`src/rtl/uart_word_rx.sv`:
```
// UART receiver (8N1) that also packs four consecutive good bytes into a 32-bit word.
// Latency: byte_valid/word_valid follow the stop-bit sample point by one clock; rx_s trails uart_rx by two clocks.
// No backpressure: the output pulses are single-cycle and are not held; a partial word is dropped after an idle timeout.
module uart_word_rx #(
  parameter int DELAY_FRAMES = 234,
  parameter int WORD_TIMEOUT = 23400
) (
  input  logic        clk,
  input  logic        reset,
  input  logic        uart_rx,
  output logic [7:0]  byte_data,
  output logic        byte_valid,
  output logic [31:0] word_data,
  output logic        word_valid,
  output logic        frame_error
);

  localparam int MAXC = (DELAY_FRAMES > WORD_TIMEOUT) ? DELAY_FRAMES : WORD_TIMEOUT;
  localparam int CW   = $clog2(MAXC + 1);
  localparam logic [CW-1:0] HALF_C     = CW'(DELAY_FRAMES / 2);
  localparam logic [CW-1:0] LAST_C     = CW'(DELAY_FRAMES - 1);
  localparam logic [CW-1:0] TMO_LAST_C = CW'(WORD_TIMEOUT - 1);
  localparam logic [CW-1:0] ONE_C      = CW'(1);

  typedef enum logic [2:0] {
    S_IDLE,
    S_START,
    S_DATA,
    S_STOP,
    S_WAIT_HIGH
  } state_e;

  logic [1:0]    sync_q;
  logic          rx_s;
  state_e        state_q, state_d;
  logic [CW-1:0] cnt_q, cnt_d;
  logic [2:0]    bit_idx_q, bit_idx_d;
  logic [7:0]    shift_q, shift_d;
  logic          byte_good;
  logic          bad_stop;

  logic [7:0]    byte_data_q;
  logic          byte_valid_q;
  logic [31:0]   word_data_q;
  logic          word_valid_q;
  logic          frame_error_q;
  logic [31:0]   acc_q;
  logic [1:0]    byte_cnt_q;
  logic [CW-1:0] tmo_q;

  assign rx_s = sync_q[1];

  // Two-flop synchronizer for the asynchronous serial line, idling high.
  always_ff @(posedge clk or posedge reset) begin
    if (reset) sync_q <= 2'b11;
    else       sync_q <= {sync_q[0], uart_rx};
  end

  // Receiver state, bit timer, bit index and data shift register.
  always_ff @(posedge clk or posedge reset) begin
    if (reset) begin
      state_q   <= S_IDLE;
      cnt_q     <= '0;
      bit_idx_q <= '0;
      shift_q   <= '0;
    end else begin
      state_q   <= state_d;
      cnt_q     <= cnt_d;
      bit_idx_q <= bit_idx_d;
      shift_q   <= shift_d;
    end
  end

  // Next-state logic: mid-bit sampling, false-start rejection, stop-bit check.
  always_comb begin
    state_d   = state_q;
    cnt_d     = cnt_q;
    bit_idx_d = bit_idx_q;
    shift_d   = shift_q;
    byte_good = 1'b0;
    bad_stop  = 1'b0;
    case (state_q)
      S_IDLE: begin
        if (!rx_s) begin
          state_d = S_START;
          cnt_d   = '0;
        end
      end
      S_START: begin
        if (cnt_q == HALF_C) begin
          cnt_d     = '0;
          bit_idx_d = '0;
          state_d   = rx_s ? S_IDLE : S_DATA;
        end else begin
          cnt_d = cnt_q + ONE_C;
        end
      end
      S_DATA: begin
        if (cnt_q == LAST_C) begin
          cnt_d   = '0;
          shift_d = {rx_s, shift_q[7:1]};
          if (bit_idx_q == 3'd7) state_d = S_STOP;
          else                   bit_idx_d = bit_idx_q + 3'd1;
        end else begin
          cnt_d = cnt_q + ONE_C;
        end
      end
      S_STOP: begin
        if (cnt_q == LAST_C) begin
          cnt_d = '0;
          if (rx_s) begin
            byte_good = 1'b1;
            state_d   = S_IDLE;
          end else begin
            bad_stop = 1'b1;
            state_d  = S_WAIT_HIGH;
          end
        end else begin
          cnt_d = cnt_q + ONE_C;
        end
      end
      S_WAIT_HIGH: begin
        // A break holds the line low; stay here so it reports only once.
        if (rx_s) state_d = S_IDLE;
      end
      default: state_d = S_IDLE;
    endcase
  end

  // Output pulses, word accumulator and inter-byte idle timeout.
  always_ff @(posedge clk or posedge reset) begin
    if (reset) begin
      byte_data_q   <= '0;
      byte_valid_q  <= 1'b0;
      word_data_q   <= '0;
      word_valid_q  <= 1'b0;
      frame_error_q <= 1'b0;
      acc_q         <= '0;
      byte_cnt_q    <= '0;
      tmo_q         <= '0;
    end else begin
      byte_valid_q  <= byte_good;
      frame_error_q <= bad_stop;
      word_valid_q  <= 1'b0;
      if (byte_good) begin
        byte_data_q <= shift_q;
        acc_q       <= {acc_q[23:0], shift_q};
        byte_cnt_q  <= byte_cnt_q + 2'd1;
        tmo_q       <= '0;
        if (byte_cnt_q == 2'd3) begin
          word_data_q  <= {acc_q[23:0], shift_q};
          word_valid_q <= 1'b1;
        end
      end else if (bad_stop) begin
        byte_cnt_q <= '0;
        tmo_q      <= '0;
      end else if (byte_cnt_q == 2'd0) begin
        tmo_q <= '0;
      end else if (state_q == S_IDLE) begin
        // A partial word that sits idle too long is silently dropped.
        if (tmo_q == TMO_LAST_C) begin
          byte_cnt_q <= '0;
          tmo_q      <= '0;
        end else begin
          tmo_q <= tmo_q + ONE_C;
        end
      end
    end
  end

  assign byte_data   = byte_data_q;
  assign byte_valid  = byte_valid_q;
  assign word_data   = word_data_q;
  assign word_valid  = word_valid_q;
  assign frame_error = frame_error_q;

endmodule
```
`config.mk`:
```
export PLATFORM = sky130hd
export DESIGN_NAME = uart_word_rx
export DESIGN_NICKNAME = d
export VERILOG_FILES = /design/src/rtl/uart_word_rx.sv
export SDC_FILE = /design/constraint.sdc
export NUM_CORES = 1
export LEC_CHECK = 0
export CAP_MARGIN = 15
export CORE_ASPECT_RATIO = 0.75
export CORE_MARGIN = 3
export CORE_UTILIZATION = 40
export CTS_BUF_LIST = sky130_fd_sc_hd__clkbuf_8
export DETAILED_ROUTE_END_ITERATION = 10
export GPL_TIMING_DRIVEN = 0
export PLACE_DENSITY = 0.73
export SYNTH_ARGS = -nofsm -noshare
export SYNTH_HDL_FRONTEND = slang
export SYNTH_SLANG_ARGS = --single-unit
```
`constraint.sdc`:
```
create_clock -name clk -period 3.4 [get_ports clk]
set_input_delay 0.51 -clock clk [delete_from_list [all_inputs] [get_ports clk]]
set_output_delay 0.51 -clock clk [all_outputs]
set_load 0.02 [all_outputs]
```
==> flow_summary.ini <==
[outcome]
status = completed

[global_routing]
antenna_found_initial = 0
grt_pass1_vias = 3214
grt_max_degree = 68
grt_usage = 0.145
grt_pass1_wl_um = 15900
grt-ovfl-total = 0

[clocking]
cts.sinks = 107
clkLatencyLatePin_ns = 0.38
cts_root_buf = clkbuf_8
cts-resized-gates = 0
clk_path_buf_depth = 2
htreeDepth = 3
cts_inserted_buffers = 9
clkTransAtPathRegs_ns = 0.10
cts_setup_buffers = 0
ctsHoldBuffers = 0
tritoncts = done

[run]
max-cap-violations = 0

[worst_setup_path]
crit_chain = inv_1 -> ha_1 -> or4b_4 -> nor4_1 -> o22a_1 -> clkbuf_1 -> o21ai_0 -> a22o_1
max_stage_delay_ns = 0.63
startpoint = cnt_q[1]
cp_max_fo = 10
cp_slowest_cell = nor4_1
path_delay_family = simple AND/OR/NAND/NOR gates
path_buf_inv = 2
critical_path.endpoint_type = flip-flop
crit_arrival_ns = 3.28
r2r-start = cnt_q[1]
cp.required_ns = 3.66
startpoint_type = flip-flop
path_class = reg -> reg

[cells_and_area]
nets = 469
drive_gt1_frac = 0.228
final_cells = 626
antenna_cells = 0
fill_cells = 1038
utilization = 0.491
ff_latch_area_um2 = 2680
fin_area_um2 = 5790
syn_to_final_growth_pct = 18.2
multi_input_area_um2 = 2020

[placed_design]
place_ws_ns = 0.428
placed_area_um2 = 5580
place.port_buffers = 45
dp_hpwl_um = 6750
placedCellCount = 610
place.gp.congestion = 0.827

[floorplan]
die_w_um = 134
core_area_um2 = 11800
io_pins = 46
design.die.area_um2 = 13600
placementRows = 34
fp.dieH_um = 102
start_util = 0.416

[detailed_routing]
via_count = 3237
routed_wl_um = 9610
drt_iter0_markers = 266
wire_per_inst_um = 15.3
dr.pass1.iters = 5
drt-vias-per-instance = 5.17
antenna_left = 0
remaining_drc_errors = 0

[synthesis]
synth_top_area_cell = dfrtp_1
synthesis.area_um2 = 4900
ys.flop_type = dfrtp_1
synth.avg_cell_area_um2 = 12.2
synth-edff-count = 0
yosysWarnings = 0
synth_top_area_share = 0.536
synth_nets = 412
synthDistinctLibCells = 47
synth_most_common_cell = dfrtp_1
ys_seq_area_frac = 0.547
synth-seq-cells = 107
synthTopCellsByCount = dfrtp_1, mux2_2, mux2_4
async_reset_ff_frac = 1.00
synthCells = 402
netlist_top_cells_area = dfrtp_1, mux2_4, mux2_2, a21oi_1, nor2_1

[sta]
final.setup.tns_ns = 0
finalCritPeriodShare = 0.888
timing.fmax_ghz = 0.331
hold_violations = 0
tightest_slew_ns = 0.747
min_period_ns = 3.02
setup_viol = 0
layout_setup_ws_ns = 0.380
slew_headroom = 0.495
clock_skew_ns = 0.0133
fin_hold_ws_ns = 0.363
drv_slew = 0
grt_setup_unrepaired = no

[min_path]
hp-start = sync_q[0]
hold_class = reg -> reg

[power]
ir_drop_v = 0.000220
power_mw = 2.11
leakagePower_nw = 2.66
p_per_area_nw_per_um2 = 365
[kinds of logic (layout without fill, tap and decap cells)]
| family | after synthesis | count (layout) | synth area share |
|---|---|---|---|
| compound gates | 63 | 63 | 0.0756 |
| xor+xnor | 5 | 5 | 0.00894 |
| fa+ha+maj | 7 | 7 | 0.0179 |
| buf+inv | 36 | 98 | 0.0398 |
| flops | 107 | 107 | 0.547 |
| mux | 66 | 66 | 0.177 |
| simple gates | 118 | 118 | 0.134 |
[state kept, by name (all words and copies together), names as in the netlist]
| register | cells |
|---|---|
| acc_q | 17 |
| bit_idx_q | 3 |
| byte_cnt_q | 2 |
| byte_data | 7 |
| byte_valid | 1 |
| cnt_q | 15 |
| frame_error | 1 |
| shift_q | 8 |
| state_q | 3 |
| sync_q | 2 |
| tmo_q | 15 |
| word_data | 32 |
| word_valid | 1 |
[metal layers]
metal,wire length (um),GRT usage,up-vias
met5,0,0,-
met4,107,0.0387,0
met3,397,0.0369,12
met2,4370,0.218,67
met1,4730,0.211,1602
li1,-,-,1556
[path summary, 6_finish.rpt]
path / endpoint / slack, ns / cells past startpoint
max reg2reg: cnt_q[13] / 0.38 / 8
max: cnt_q[13] / 0.38 / 8
min reg2reg: sync_q[1] / 0.36 / 0
min in group asynchronous: word_data[29] / 0.52 / 2
max in group asynchronous: sync_q[0] / 2.12 / 3
min: sync_q[1] / 0.36 / 0
[cells in the final DEF (no fill, tap or decap), drive strengths merged, types with 2 or more instances in the layout]
cell type,count
a21o,3
a21oi,22
a22o,2
a31oi,6
a41oi,4
and3,3
buf,16
clkbuf,19
clkdlybuf4s50,45
clkinvlp,2
dfrtp,105
dfstp,2
ha,7
inv,14
mux2,65
nand2,20
nand2b,4
nand3,14
nand3b,2
nand4,8
nor2,30
nor3,10
nor3b,3
nor4,6
o21ai,20
or2,3
or3,6
or4b,2
or4bb,3
xor2,5
[power breakdown]
| part | leakage [nW] | total [mW] | internal (mW) | switching, mW |
|---|---|---|---|---|
| registers | 1.47 | 1.27 | 1.27 | 0.000326 |
| logic | 1.08 | 0.0335 | 0.00613 | 0.0273 |
| clock network | 0.0984 | 0.804 | 0.352 | 0.452 |
| total | 2.66 | 2.11 | 1.63 | 0.480 |
[area by class of cell]
class	instances	area share
multi-input cells	259	0.350
inverters	11	0.00757
repair buffers	46	0.0826
flip-flops and latches	107	0.463
clock buffers	9	0.0214
well taps	162	0.0350
plain buffers	25	0.0266
clock inverters	7	0.0143
Power figures use the tool's default switching activity.
